File: src/rtl/sample_timer_ctrl_pkg.sv
// Shared types and constants for the sample timer controller.
//   state_e        : controller FSM states
//   MIN_BIT_PERIOD : smallest bit period (clocks per bit) accepted on start
package sample_timer_ctrl_pkg;

    typedef enum logic [1:0] {
        IDLE  = 2'd0,
        ALIGN = 2'd1,
        RUN   = 2'd2,
        DONE  = 2'd3
    } state_e;

    localparam int MIN_BIT_PERIOD = 2;

endpackage

File: src/rtl/flex_counter.sv
// Generic up-counter with synchronous clear and programmable wrap point.
// When enabled, counts up; after reaching rollover_val it wraps to 1 (not 0),
// so a counter cleared to 0 and then enabled steps 1..rollover_val repeatedly.
//   clk          : clock, rising edge
//   n_rst        : asynchronous active-low reset (count -> 0)
//   clear        : synchronous clear to 0, wins over count_enable
//   count_enable : advance the count this cycle
//   rollover_val : last value before wrapping back to 1
//   count_out    : current count
module flex_counter #(
    parameter int NUM_CNT_BITS = 4
) (
    input  logic                    clk,
    input  logic                    n_rst,
    input  logic                    clear,
    input  logic                    count_enable,
    input  logic [NUM_CNT_BITS-1:0] rollover_val,
    output logic [NUM_CNT_BITS-1:0] count_out
);

    localparam logic [NUM_CNT_BITS-1:0] CNT_ONE = NUM_CNT_BITS'(1);

    logic [NUM_CNT_BITS-1:0] count_q, count_d;

    always_comb begin
        count_d = count_q;
        if (clear) begin
            count_d = '0;
        end else if (count_enable) begin
            count_d = (count_q == rollover_val) ? CNT_ONE : count_q + CNT_ONE;
        end
    end

    always_ff @(posedge clk or negedge n_rst) begin
        if (!n_rst) count_q <= '0;
        else        count_q <= count_d;
    end

    assign count_out = count_q;

endmodule

File: src/rtl/sample_timer_ctrl.sv
// Bit-sampling timer: on an accepted start it waits half a bit period (ALIGN),
// then pulses sample_strobe once per bit period for num_bits bits (RUN),
// then pulses packet_done for one cycle (DONE).
//   clk, n_rst    : clock (rising edge) and asynchronous active-low reset
//   start         : begin a packet (only looked at in IDLE)
//   abort         : drop the current packet, back to IDLE next cycle
//   bit_period    : clocks per bit P, latched on accepted start
//   num_bits      : bits per packet N, latched on accepted start
//   busy          : high in every state but IDLE
//   sample_strobe : one-cycle pulse at each bit sample point
//   bit_index     : zero-based index of the bit being sampled (0 outside RUN)
//   packet_done   : one-cycle pulse in DONE
//   cfg_error     : one-cycle pulse the cycle after a rejected start
module sample_timer_ctrl
    import sample_timer_ctrl_pkg::*;
#(
    parameter int NUM_PERIOD_BITS = 8,
    parameter int NUM_IDX_BITS    = 5
) (
    input  logic                       clk,
    input  logic                       n_rst,
    input  logic                       start,
    input  logic                       abort,
    input  logic [NUM_PERIOD_BITS-1:0] bit_period,
    input  logic [NUM_IDX_BITS-1:0]    num_bits,
    output logic                       busy,
    output logic                       sample_strobe,
    output logic [NUM_IDX_BITS-1:0]    bit_index,
    output logic                       packet_done,
    output logic                       cfg_error
);

    localparam logic [NUM_PERIOD_BITS-1:0] P_ONE = NUM_PERIOD_BITS'(1);
    localparam logic [NUM_PERIOD_BITS-1:0] MIN_P = NUM_PERIOD_BITS'(MIN_BIT_PERIOD);
    localparam logic [NUM_IDX_BITS-1:0]    N_ONE = NUM_IDX_BITS'(1);

    state_e                     state_q, state_d;
    logic [NUM_PERIOD_BITS-1:0] period_q, period_d;
    logic [NUM_IDX_BITS-1:0]    nbits_q, nbits_d;
    logic                       cfg_err_q, cfg_err_d;

    logic [NUM_PERIOD_BITS-1:0] clk_cnt, clk_roll_val;
    logic [NUM_IDX_BITS-1:0]    bit_cnt;
    logic cfg_ok, accept, clk_en, clk_wrap, cnt_clear, strobe_int, last_bit;

    always_comb begin
        cfg_ok    = (bit_period >= MIN_P) && (num_bits != '0);
        accept    = (state_q == IDLE) && start && !abort && cfg_ok;
        cnt_clear = accept || abort;
        clk_en    = (state_q == ALIGN) || (state_q == RUN);
        // In ALIGN the counter runs 0..H-1 (H = P/2) and its wrap to 1 lines
        // up the first RUN cycle as count 1; in RUN it then cycles 1..P.
        clk_roll_val = (state_q == ALIGN) ? (period_q >> 1) - P_ONE : period_q;
        clk_wrap     = (clk_cnt == clk_roll_val);
        strobe_int   = (state_q == RUN) && clk_wrap && !abort;
        // bit_cnt holds the number of strobes already issued
        last_bit     = (bit_cnt == nbits_q - N_ONE);
    end

    always_comb begin
        state_d   = state_q;
        period_d  = period_q;
        nbits_d   = nbits_q;
        cfg_err_d = (state_q == IDLE) && start && !abort && !cfg_ok;
        case (state_q)
            IDLE: begin
                if (accept) begin
                    state_d  = ALIGN;
                    period_d = bit_period;
                    nbits_d  = num_bits;
                end
            end
            ALIGN:   if (clk_wrap) state_d = RUN;
            RUN:     if (strobe_int && last_bit) state_d = DONE;
            DONE:    state_d = IDLE;
            default: state_d = IDLE;
        endcase
        if (abort) state_d = IDLE;
    end

    always_ff @(posedge clk or negedge n_rst) begin
        if (!n_rst) begin
            state_q   <= IDLE;
            period_q  <= '0;
            nbits_q   <= '0;
            cfg_err_q <= 1'b0;
        end else begin
            state_q   <= state_d;
            period_q  <= period_d;
            nbits_q   <= nbits_d;
            cfg_err_q <= cfg_err_d;
        end
    end

    flex_counter #(.NUM_CNT_BITS(NUM_PERIOD_BITS)) u_clk_cnt (
        .clk          (clk),
        .n_rst        (n_rst),
        .clear        (cnt_clear),
        .count_enable (clk_en),
        .rollover_val (clk_roll_val),
        .count_out    (clk_cnt)
    );

    flex_counter #(.NUM_CNT_BITS(NUM_IDX_BITS)) u_bit_cnt (
        .clk          (clk),
        .n_rst        (n_rst),
        .clear        (cnt_clear),
        .count_enable (strobe_int),
        .rollover_val (nbits_q),
        .count_out    (bit_cnt)
    );

    assign busy          = (state_q != IDLE);
    assign sample_strobe = strobe_int;
    assign packet_done   = (state_q == DONE) && !abort;
    assign bit_index     = (state_q == RUN) ? bit_cnt : '0;
    assign cfg_error     = cfg_err_q;

endmodule
File: config.mk
export PLATFORM = sky130hd
export DESIGN_NAME = sample_timer_ctrl
export DESIGN_NICKNAME = d
export VERILOG_FILES = /design/src/rtl/sample_timer_ctrl_pkg.sv /design/src/rtl/flex_counter.sv /design/src/rtl/sample_timer_ctrl.sv
export SDC_FILE = /design/constraint.sdc
export NUM_CORES = 1
export LEC_CHECK = 0
export BUFFER_PORTS_ARGS = -buffer_cell sky130_fd_sc_hd__buf_4
export CORE_ASPECT_RATIO = 0.9
export CORE_MARGIN = 2
export CORE_UTILIZATION = 50
export DETAILED_ROUTE_END_ITERATION = 12
export PLACE_DENSITY = 0.7
export SLEW_MARGIN = 20
export SYNTH_ARGS = -nofsm -noshare
export SYNTH_HDL_FRONTEND = slang
export SYNTH_SLANG_ARGS = --single-unit
File: constraint.sdc
create_clock -name clk -period 7.41 [get_ports clk]
set_clock_uncertainty 0.1 [all_clocks]
set_input_delay 1.1115 -clock clk [delete_from_list [all_inputs] [get_ports clk]]
set_output_delay 1.1115 -clock clk [all_outputs]
set_load 0.01 [all_outputs]
==> impl_metrics.toml <==
[setup_path]
critPathLaunchType = "flop"
cp_max_fo = 19
critPathRequiredTime_ns = 6.20
r2r_slack_ns = 4.50
cp-end-kind = "primary output"
path_class = "flop to primary output"
reg2reg_to = "u_bit_cnt.count_out[3]"
rr_worst_depth = 9
r2r_start = "state_q[1]"
arrival_ns = 2.72

[placed_design]
dpl.cell_count = 300
io_buffers = 25
gp_congestion = 0.835
preCtsSetupSlack_ns = 3.79
hpwl_um = 3410

[floorplan]
start_util_pct = 51.9
die_h_um = 65.5
core_area_sq_mm = 0.00405
ios = 26
fp.dieArea_sq_mm = 0.00473
fp-row-count = 22
die_x_um = 72.3

[grt]
grt_pass1_wl_um = 8140
grt_max_degree = 30
grt_overflow_total = 0
grt_use_total_pct = 22.1
antenna_found_initial = 0
grt_pass1_vias = 1756

[timing]
slew_headroom_pct = 52.5
finalSetupTns_ns = 0
worst_slew_pin_slew_ns = 0.708
period_minus_slack_ns = 3.93
period_share_pct = 53.1
worst_hold_slack_ns = 0.425
rsz0062_at_grt = "false"
finalSetupViolCount = 0
maxSlewViolCount = 0
finalHoldViolCount = 0
final.setup.worst_slack_ns = 3.48
fmax_mhz = 254

[clock_tree]
ctsHoldBuffers = 0
insertion_delay_ns = 0.28
cts_tree = "done"
clock_path_buffers = 2
htreeDepth = 2
path_clk_slew_ns = 0.06
cts_resized = 0
cts_sinks = 29
post_cts_buffers = 0
cts_inserted_buffers = 5
cts-root-buf = "clkbuf_8"

[power]
clock_power_share_pct = 25.4
powerDensity_mw_per_mm2 = 213
irDropWorstVdd_uv = 103
power_frac_seq_pct = 42.4
switching_share_pct = 34.8
total_switching_power_mw = 0.176
p_leak_nw = 0.989
intPower_mw = 0.330
pwr-share-comb_pct = 32.2

[hold_path]
hold_class = "flop to flop"
worstHoldStart = "nbits_q[4]"
whs_path_depth = 1
holdPathEnd = "nbits_q[4]"

[detailed_routing]
viasPerCell = 5.94
vias = 1825
drc = 0
drtIter0Drc = 115
ant_nets = 0
drt_pass1_iterations = 6
avgRoutedWirePerCell_um = 15.1
routed_wl_um = 4650

[outcome]
status = "finished clean"

[logic_synthesis]
synth_compound_area_share_pct = 20.8
synthCells = 239
ys_seq_elements = 29
synth_edf_count = 0
synth_mux_area_share_pct = 5.36
ys.flop_type = "dfrtp_1"
syn_avg_cell_area_sq_um = 8.78
yosys.cell_types.count = 50
syn_area_sq_mm = 0.00210
synth_top_family_by_area = "simple AND/OR/NAND/NOR gates"
ys_warn_count = 0
synth-xor-area-share_pct = 6.26
synth_fa_ha_area_share_pct = 4.77
async_reset_ff_share_pct = 100
yosysSeqAreaShare_pct = 34.6
synthSimpleGateAreaFrac_pct = 22.3
synth_nets = 264

[job]
maxCapViolations = 0

[final_layout]
syn2layout_area_growth_pct = 13.4
stdcell_count = 307
drive_above_1_share_pct = 17.4
final_nets = 284
fin_util_pct = 58.8
antenna_cells = 0
-- cells by family after synthesis --
logic type | Yosys count
flops | 29
compound gates | 66
fa+ha+maj | 8
mux | 10
simple gates | 82
buf+inv | 29
xor+xnor | 15
-- registers in the layout, summed over array words and instances, names as in the netlist --
name / flops
period_q: 8
u_clk_cnt.count_out: 8
nbits_q: 5
u_bit_cnt.count_out: 5
state_q: 2
cfg_error: 1
-- routing by layer --
metal / vias to the layer above / routed length, um / track usage, %
met1: 855 / 2320 / 31.4
met5: - / 0 / 0
met3: 5 / 279 / 4.29
met4: 0 / 55 / 8.49
met2: 52 / 1990 / 33.1
li1: 913 / - / -
-- synthesized netlist by cell type (2+ instances only) --
master | number | area (sq um)
dfrtp_1 | 29 | 726
inv_1 | 16 | 60.1
nand2_1 | 13 | 48.8
o21ai_0 | 13 | 65.1
a31oi_1 | 12 | 75.1
a21oi_1 | 11 | 55.1
nand3_1 | 10 | 50.1
nor2_1 | 10 | 37.5
clkbuf_1 | 8 | 30.0
ha_1 | 8 | 100
mux2_2 | 8 | 90.1
xnor2_1 | 8 | 70.1
nor3_1 | 7 | 35.0
xor2_1 | 7 | 61.3
and2_1 | 6 | 37.5
nand2b_1 | 6 | 37.5
o22ai_1 | 5 | 31.3
nand4_1 | 4 | 25.0
nor4_1 | 4 | 25.0
or3_1 | 4 | 25.0
a21o_1 | 3 | 22.5
and3_1 | 3 | 18.8
nand3b_1 | 3 | 22.5
nor2b_1 | 3 | 18.8
o31a_1 | 3 | 26.3
o31ai_1 | 3 | 22.5
a211o_1 | 2 | 17.5
a32oi_1 | 2 | 17.5
buf_4 | 2 | 15.0
mux2_1 | 2 | 22.5
nand4b_1 | 2 | 17.5
o21a_1 | 2 | 15.0
o21ai_1 | 2 | 10.0
or4_1 | 2 | 15.0
-- per-stage QoR --
step | cell area [sq um] | power (mW)
3_5_place_dp | 2290 | 0.379
3_3_place_gp | 2290 | 0.377
2_1_floorplan | 2100 | 0.341
6_report | 2380 | 0.506
4_1_cts | 2380 | 0.510
5_1_grt | 2380 | 0.543
-- layout by cell type (no fill, tap or decap), types with 2 or more instances in the layout --
master / instances
a211o_1: 2
a21o_1: 3
a21oi_1: 11
a31oi_1: 12
a32oi_1: 2
and2_1: 6
and3_1: 3
buf_4: 26
clkbuf_8: 6
dfrtp_1: 29
ha_1: 8
inv_1: 16
mux2_1: 2
mux2_2: 8
nand2_1: 13
nand2b_1: 6
nand3_1: 10
nand3b_1: 3
nand4_1: 4
nand4b_1: 2
nor2_1: 10
nor2b_1: 3
nor3_1: 7
nor4_1: 4
o21a_1: 2
o21ai_0: 13
o21ai_1: 2
o22ai_1: 5
o31a_1: 3
o31ai_1: 3
or3_1: 4
or4_1: 2
xnor2_1: 8
xor2_1: 7
-- worst max-delay path: stages (launching register included) --
cell and delay [ns]:
dfrtp_1 0.41, inv_1 0.09, ha_1 0.39, nor4b_1 0.43, a32oi_1 0.20, xnor2_1 0.16, and4_4 0.27, nand3_4 0.19
nor2_1 0.16, buf_4 0.13
-- final cells by class --
class	instances	area, sq um
Fill cell	357	1670
Inverter	16	60.1
Multi-Input combinational cell	181	1250
Sequential cell	29	726
Timing Repair Buffer	26	195
Clock buffer	7	86.3
Tap cell	48	60.1
-- worst max-delay path by stage --
stage	depth (start not counted)	startpoint	slack, ns	end
after global placement	9	state_q[1]	3.84	sample_strobe
after floorplan	10	state_q[1]	4.12	sample_strobe
after global routing	9	state_q[1]	3.24	sample_strobe
final	9	state_q[1]	3.48	sample_strobe
after detailed placement	9	state_q[1]	3.79	sample_strobe
after CTS	9	state_q[1]	3.47	sample_strobe
-- power groups by stage --
stage / combinational, mW / clock [mW] / sequential (mW)
after floorplan: 0.144 / 0 / 0.196
after global placement: 0.161 / 0 / 0.215
after detailed placement: 0.162 / 0 / 0.217
after CTS: 0.163 / 0.133 / 0.214
after global routing: 0.185 / 0.139 / 0.219
final: 0.163 / 0.129 / 0.215
Note: power is estimated with default switching activity, not from simulation.
